$ cat config.mk
export PLATFORM = sky130hd
export DESIGN_NAME = shift_add_control_flat
export DESIGN_NICKNAME = d
export VERILOG_FILES = /design/src/rtl/shift_add_control_if.sv /design/src/rtl/shift_add_control.sv /design/src/flat_wrapper.sv
export SDC_FILE = /design/constraint.sdc
export NUM_CORES = 1
export LEC_CHECK = 0
export CAP_MARGIN = 5
export CELL_PAD_IN_SITES_DETAIL_PLACEMENT = 0
export CELL_PAD_IN_SITES_GLOBAL_PLACEMENT = 2
export CORE_MARGIN = 3
export CORE_UTILIZATION = 24
export DETAILED_ROUTE_END_ITERATION = 8
export HOLD_SLACK_MARGIN = 0.12
export PLACE_DENSITY_LB_ADDON = 0.1
export SLEW_MARGIN = 0
export SYNTH_ARGS = -nofsm -noshare
export SYNTH_HDL_FRONTEND = slang
export SYNTH_SLANG_ARGS = --single-unit
$ cat constraint.sdc
create_clock -name Clk -period 1.53 [get_ports Clk]
set_clock_uncertainty 0.05 [all_clocks]
set_input_delay 0.306 -clock Clk [delete_from_list [all_inputs] [get_ports Clk]]
set_output_delay 0.306 -clock Clk [all_outputs]
set_load 0.005 [all_outputs]
$ cat src/rtl/shift_add_control_if.sv
// Handshake bundle between the shift-add control FSM and its Counter/datapath neighbours.
interface shift_add_control_if;
  logic Start;
  logic K;
  logic M0;
  logic Load;
  logic Add;
  logic Shift;
  logic Busy;
  logic Done;
  logic Error;

  modport master (
    output Start, K, M0,
    input  Load, Add, Shift, Busy, Done, Error
  );

  modport slave (
    input  Start, K, M0,
    output Load, Add, Shift, Busy, Done, Error
  );
endinterface

$ cat src/rtl/shift_add_control.sv
// Control FSM for the shift-add multiplier: one Load cycle, one add/shift cycle per
// multiplier bit until Counter raises K, with a watchdog that traps a stuck counter.
//
//   state | meaning
//   IDLE  | waiting for Start, all outputs low
//   LOAD  | load operands, reset Counter, clear accumulator
//   RUN   | one shift (plus add when M0) per cycle until K
//   DONE  | one-cycle completion pulse
//   ERROR | watchdog tripped, held until Start clears it
module shift_add_control #(
  parameter int N       = 8,
  parameter int MAX_RUN = N + 4
) (
  input  logic                Clk,
  input  logic                Rst_n,
  shift_add_control_if.slave  bus
);

  // Size the watchdog for whichever is larger so a short MAX_RUN cannot truncate it.
  localparam int WD_LIM = (MAX_RUN > N) ? MAX_RUN : N;
  localparam int CW     = $clog2(WD_LIM + 1);
  localparam logic [CW-1:0] WD_LAST = CW'(MAX_RUN - 1);
  localparam logic [CW-1:0] WD_SAT  = {CW{1'b1}};

  typedef enum logic [2:0] {
    IDLE  = 3'd0,
    LOAD  = 3'd1,
    RUN   = 3'd2,
    DONE  = 3'd3,
    ERROR = 3'd4
  } state_t;

  state_t        state, state_nxt;
  logic [CW-1:0] wd_cnt, wd_cnt_nxt;

  always_ff @(posedge Clk) begin
    if (!Rst_n) begin
      state  <= IDLE;
      wd_cnt <= '0;
    end else begin
      state  <= state_nxt;
      wd_cnt <= wd_cnt_nxt;
    end
  end

  always_comb begin
    state_nxt  = state;
    wd_cnt_nxt = wd_cnt;
    bus.Load   = 1'b0;
    bus.Add    = 1'b0;
    bus.Shift  = 1'b0;
    bus.Busy   = 1'b0;
    bus.Done   = 1'b0;
    bus.Error  = 1'b0;

    case (state)
      IDLE: begin
        if (bus.Start) state_nxt = LOAD;
      end
      LOAD: begin
        bus.Load   = 1'b1;
        bus.Busy   = 1'b1;
        wd_cnt_nxt = '0;
        state_nxt  = RUN;
      end
      RUN: begin
        bus.Shift = 1'b1;
        bus.Busy  = 1'b1;
        bus.Add   = bus.M0;
        // K marks the final iteration, so this cycle still shifts before DONE.
        if (bus.K) begin
          state_nxt = DONE;
        end else if (wd_cnt == WD_LAST) begin
          state_nxt = ERROR;
        end else if (wd_cnt != WD_SAT) begin
          wd_cnt_nxt = wd_cnt + 1'b1;
        end
      end
      DONE: begin
        bus.Done  = 1'b1;
        state_nxt = IDLE;
      end
      ERROR: begin
        bus.Error = 1'b1;
        if (bus.Start) state_nxt = IDLE;
      end
      default: begin
        state_nxt = IDLE;
      end
    endcase
  end

endmodule

$ cat src/flat_wrapper.sv
// flat-port wrapper written by rule: the top's interface ports become plain ports
module shift_add_control_flat 
#(
  parameter int N       = 8,
  parameter int MAX_RUN = N + 4
)
  (Clk, Rst_n, bus_Start, bus_K, bus_M0, bus_Load, bus_Add, bus_Shift, bus_Busy, bus_Done, bus_Error);
  shift_add_control_if bus_i ();
  input  logic Clk;
  input  logic Rst_n;
  input wire logic [$bits(bus_i.Start)-1:0] bus_Start;
  input wire logic [$bits(bus_i.K)-1:0] bus_K;
  input wire logic [$bits(bus_i.M0)-1:0] bus_M0;
  output wire logic [$bits(bus_i.Load)-1:0] bus_Load;
  output wire logic [$bits(bus_i.Add)-1:0] bus_Add;
  output wire logic [$bits(bus_i.Shift)-1:0] bus_Shift;
  output wire logic [$bits(bus_i.Busy)-1:0] bus_Busy;
  output wire logic [$bits(bus_i.Done)-1:0] bus_Done;
  output wire logic [$bits(bus_i.Error)-1:0] bus_Error;
  assign bus_i.Start = bus_Start;
  assign bus_i.K = bus_K;
  assign bus_i.M0 = bus_M0;
  assign bus_Load = bus_i.Load;
  assign bus_Add = bus_i.Add;
  assign bus_Shift = bus_i.Shift;
  assign bus_Busy = bus_i.Busy;
  assign bus_Done = bus_i.Done;
  assign bus_Error = bus_i.Error;
  shift_add_control #(.N(N), .MAX_RUN(MAX_RUN)) u_core (.Clk(Clk), .Rst_n(Rst_n), .bus(bus_i));
endmodule
After elaboration in Yosys (flattened, before gate mapping)
Cells that the tools add are included.
Operators by class
  add/subtract/negate cells: 1
  $mul: 0
  divide/modulo/power cells: 0
  order comparisons: 0
  equality and inequality tests: 12
  shift-type cells: 0
  multiplexer cells: 15
  bitwise gates (word level): 0
  reductions and logical operators: 5
Operator list (count)
  3-bit two-way mux: 4
  4-bit two-way mux: 3
  3-bit case mux with 4 select lines: 1
  2-bit inequality test, second input constant: 4
  4-bit case mux with 2 select lines: 1
  3-bit by 2-bit equality test with 1-bit output, second input constant: 2
  1-bit two-way mux: 6
  4-bit by 1-bit adder with 4-bit output, second input constant: 1
  4-bit equality test, second input constant: 1
  4-bit inequality test, second input constant: 1
  4-bit AND reduction: 1
  3-bit by 1-bit equality test with 1-bit output, second input constant: 1
  3-bit equality test, second input constant: 1
  3-bit zero test: 1
  3-bit by 2-bit inequality test with 1-bit output, second input constant: 1
  3-bit AND reduction: 1
  2-bit by 1-bit inequality test with 1-bit output, second input constant: 1
  2-bit nonzero test: 1
  2-bit OR reduction: 1
Word-level totals
  flip-flop bits (word level): 7
  latch bits: 0
  bits in writable memories: 0
  memory bits (read-only): 0
  input bits: 5
  logic and storage cells: 35
  memories: 0

Logic depth before layout (Yosys ltp)
  depth in word-level cells: 5
  gate-level depth with buffers: 6
  mapped depth without buffers: 5

Worst setup path after synthesis
Ideal clock, no wire load.
  path kind: reg-to-reg
  start point: register u_core.state[1]
  end point: register u_core.wd_cnt[1]
  setup time: 0.118 ns
  arrival time: 1.200 ns
  required time: 1.362 ns
  path slack: 0.163 ns
  stages on the path, launching flop included: 7
  path buffers: 2
  path through: dfxtp_1 -> buf_4 -> or3b_1 -> buf_2 -> and2_1 -> mux2i_1 -> nor2_1
Between the ends
  longest elaborated chain between the ends: 3
RTL lines
  start, declared: line shift_add_control.sv:33  | state_t state, state_nxt;
  start signal, assigned: line shift_add_control.sv:41  | state <= state_nxt;
  3-bit by 2-bit equality test with 1-bit output or 3-bit by 1-bit equality test with 1-bit output (tied branches): line shift_add_control.sv:56  | case (state)
  2-bit inequality test (no line), or another cell as far along
  4-bit AND reduction (no line)
  end signal, assigned: line shift_add_control.sv:42  | wd_cnt <= wd_cnt_nxt;
  end, declared: line shift_add_control.sv:34  | logic [CW-1:0] wd_cnt, wd_cnt_nxt;
Parallel ways exist; a longest one is shown, timed or not.
A chain may end at the register's enable or synchronous reset.

Worst setup path after layout
  start point: register u_core.state[0]
  end point: output port bus_Busy
Between the ends
  longest elaborated chain between the ends: 3
RTL lines
  3-bit by 1-bit equality test with 1-bit output or 3-bit by 2-bit equality test with 1-bit output (tied branches): line shift_add_control.sv:56
  2-bit OR reduction (no line) (*)
  1-bit two-way mux (*): line shift_add_control.sv:56
  end, declared: line flat_wrapper.sv:17  | output wire logic [$bits(bus_i.Busy)-1:0] bus_Busy;
Every way passes the cells marked *; elsewhere a longest branch is shown, timed or not.

==> flow_summary.ini <==
[timing]
setup_viol = 1
layout_min_cycle_time_ns = 1.53
layout_setup_ws_ns = -0.0000313
max_freq_mhz = 654
final_max_slew_viol_count = 0
finalCritPeriodShare_pct = 100
rsz0062_at_grt = true
relSlewSlack_pct = 78.6
worstMarginPinSlew_ns = 0.317
hold_viol = 0
setup_tns_ns = -0.0000313

[placed_design]
dp_hpwl_um = 809
portBuffers = 10
gp_congestion = 0.767
placedCellCount = 84

[routing]
first_iter_violations = 8
num_vias = 457
wl_per_cell_um = 12.3
vias_per_cell = 5.13
drc = 0
drt-total-wl_mm = 1.09
dr.pass1.iters = 6
ant_nets = 0

[synthesis]
synth_area_leaders = dfxtp_1, mux2i_1, o31ai_1, nor2_1, nor3_1
yosysSeqAreaShare_pct = 35.6
ys_async_sr_fraction_pct = 0
synth_nets = 54
synthCells = 48
synth_common_cells = dfxtp_1, nor2_1, inv_1, nand2_1
ys.flop_type = dfxtp_1
yosysMostFrequentCell = dfxtp_1
synth_top_area_share_pct = 35.6
synth-edff-count = 0
avgSynthCellArea_um2 = 8.21
ys_warn_count = 0
synthesis.area_um2 = 394
yosysUniqueCellTypes = 24
ys_seq_elements = 7
synth.largest_area_cell = dfxtp_1

[setup_path]
worstPathRequired_ns = 1.17
endpoint_kind = output port
critPathKind = reg2out
crit_arrival_ns = 1.17
cp_max_fo = 3
startpoint_type = register

[global_route]
grt_max_degree = 9
grt_overflow = 0
grt_first_pass_wirelength_mm = 1.87
antenna_found_initial = 0
grt_pass1_vias = 453
grtUsageTotal_pct = 12.7

[pwr]
peakVddDrop_mv = 0.316
powerDensity_nw_per_um2 = 741
power_leakage_nw = 0.313

[cells_and_area]
area_growth_pct = 63.5
nets = 80
fin_cells = 89
num_antenna_cells = 0
drive_above_1_share_pct = 37.0

[clock_network]
cts.sinks = 7
cts-root-buf = clkbuf_4
path_clk_slew_ns = 0.06
numCtsBuffers = 3
htreeDepth = 1
clock_latency_ns = 0.26
cts_buffer_depth = 2
cts_tree = built

[flow_run]
maxCapViolCount = 0

[run_status]
run_status = complete, but fails checks
violations = setup timing

[floorplan]
pin_count = 11
die_x_um = 46.5
num_rows = 14
design.core.area_um2 = 1520
die-area_um2 = 2160
die_h_um = 46.5
initial_utilization_pct = 25.9

[hold_path]
min_path_type = reg2reg
[kinds of logic (layout without fill, tap and decap cells)]
family	Yosys count	after routing	share of synthesized area [%]
AO/OA/AOI/OAI	8	8	15.6
adder cells (fa/ha/maj)	1	1	3.17
multiplexers	3	3	7.62
AND/OR/NAND/NOR	23	23	31.1
flip-flops	7	7	35.6
buffers and inverters	6	31	6.98
[worst max-delay path, stage by stage (launching register included)]
cell and delay [ns]:
dfxtp_2 0.36, or3b_4 0.40, nand2_1 0.06, buf_2 0.10
[layout by cell type, fill, tap and decap left out, drive strengths merged, types with 3 or more instances in the layout]
cell type | Yosys | layout
buf | 2 | 15
clkbuf | 0 | 4
clkdlybuf4s50 | 0 | 4
dfxtp | 7 | 7
inv | 4 | 4
mux2i | 3 | 3
nand2 | 4 | 4
nor2 | 5 | 5
nor3 | 3 | 3
o31ai | 3 | 3
[state kept, by name, indices dropped and copies added, names as in the netlist]
name           flops
u_core.wd_cnt      4
u_core.state       3
[cell type report]
cell class / count / area (um^2)
flip-flops and latches: 7 / 144
multi-input cells: 35 / 244
repair buffers: 23 / 195
fillers: 167 / 880
inverters: 4 / 15.0
clock buffers: 4 / 26.3
well taps: 16 / 20.0
[power by group]
part           switching, W  internal, W
registers        0.00000457     0.000189
logic             0.0000443    0.0000610
clock network     0.0000788     0.000100
total              0.000128     0.000350
[per-layer routing]
| metal | up-vias | global-route usage (%) | part of all wire, % |
|---|---|---|---|
| met5 | - | 0 | 0 |
| met4 | 0 | 8.52 | 0.82 |
| met3 | 2 | 3.52 | 6.3 |
| met2 | 13 | 18.1 | 46 |
| met1 | 213 | 16.2 | 47 |
| li1 | 229 | - | - |
[path summary, 6_finish.rpt]
kind	from	slack [ns]	endpoint	depth (start not counted)
worst max-delay path	u_core.state[0]	-0.00003	bus_Busy	3
worst min-delay path	u_core.wd_cnt[3]	0.47	u_core.wd_cnt[3]	2
worst max register to register	u_core.wd_cnt[0]	0.11	u_core.wd_cnt[1]	6
worst min register to register	u_core.wd_cnt[3]	0.47	u_core.wd_cnt[3]	2
[timing repair]
item | in CTS | in global routing
hold buffers | 0 | 0
pin swaps | 2 | 1
endpoints found under the hold margin | 0 | 0
setup endpoints to repair | 6 | 6
resized for setup | 21 | 4
setup buffers | 0 | 1
[per-stage QoR]
step | total power (W) | utilization, % | hold slack [ns] | worst slack (ns) | area (um^2)
after floorplan | 0.000234 | - | 0.397 | 0.163 | 394
after CTS | 0.000472 | 41.1 | 0.466 | -0.00739 | 626
final | 0.000478 | 42.3 | 0.466 | -0.0000313 | 644
after global placement | 0.000295 | 38.8 | 0.443 | -0.214 | 592
after detailed placement | 0.000296 | 38.8 | 0.454 | -0.202 | 592
after global routing | 0.000500 | 42.3 | 0.496 | -0.0439 | 644
No activity file was read; power rests on OpenSTA's default activity.
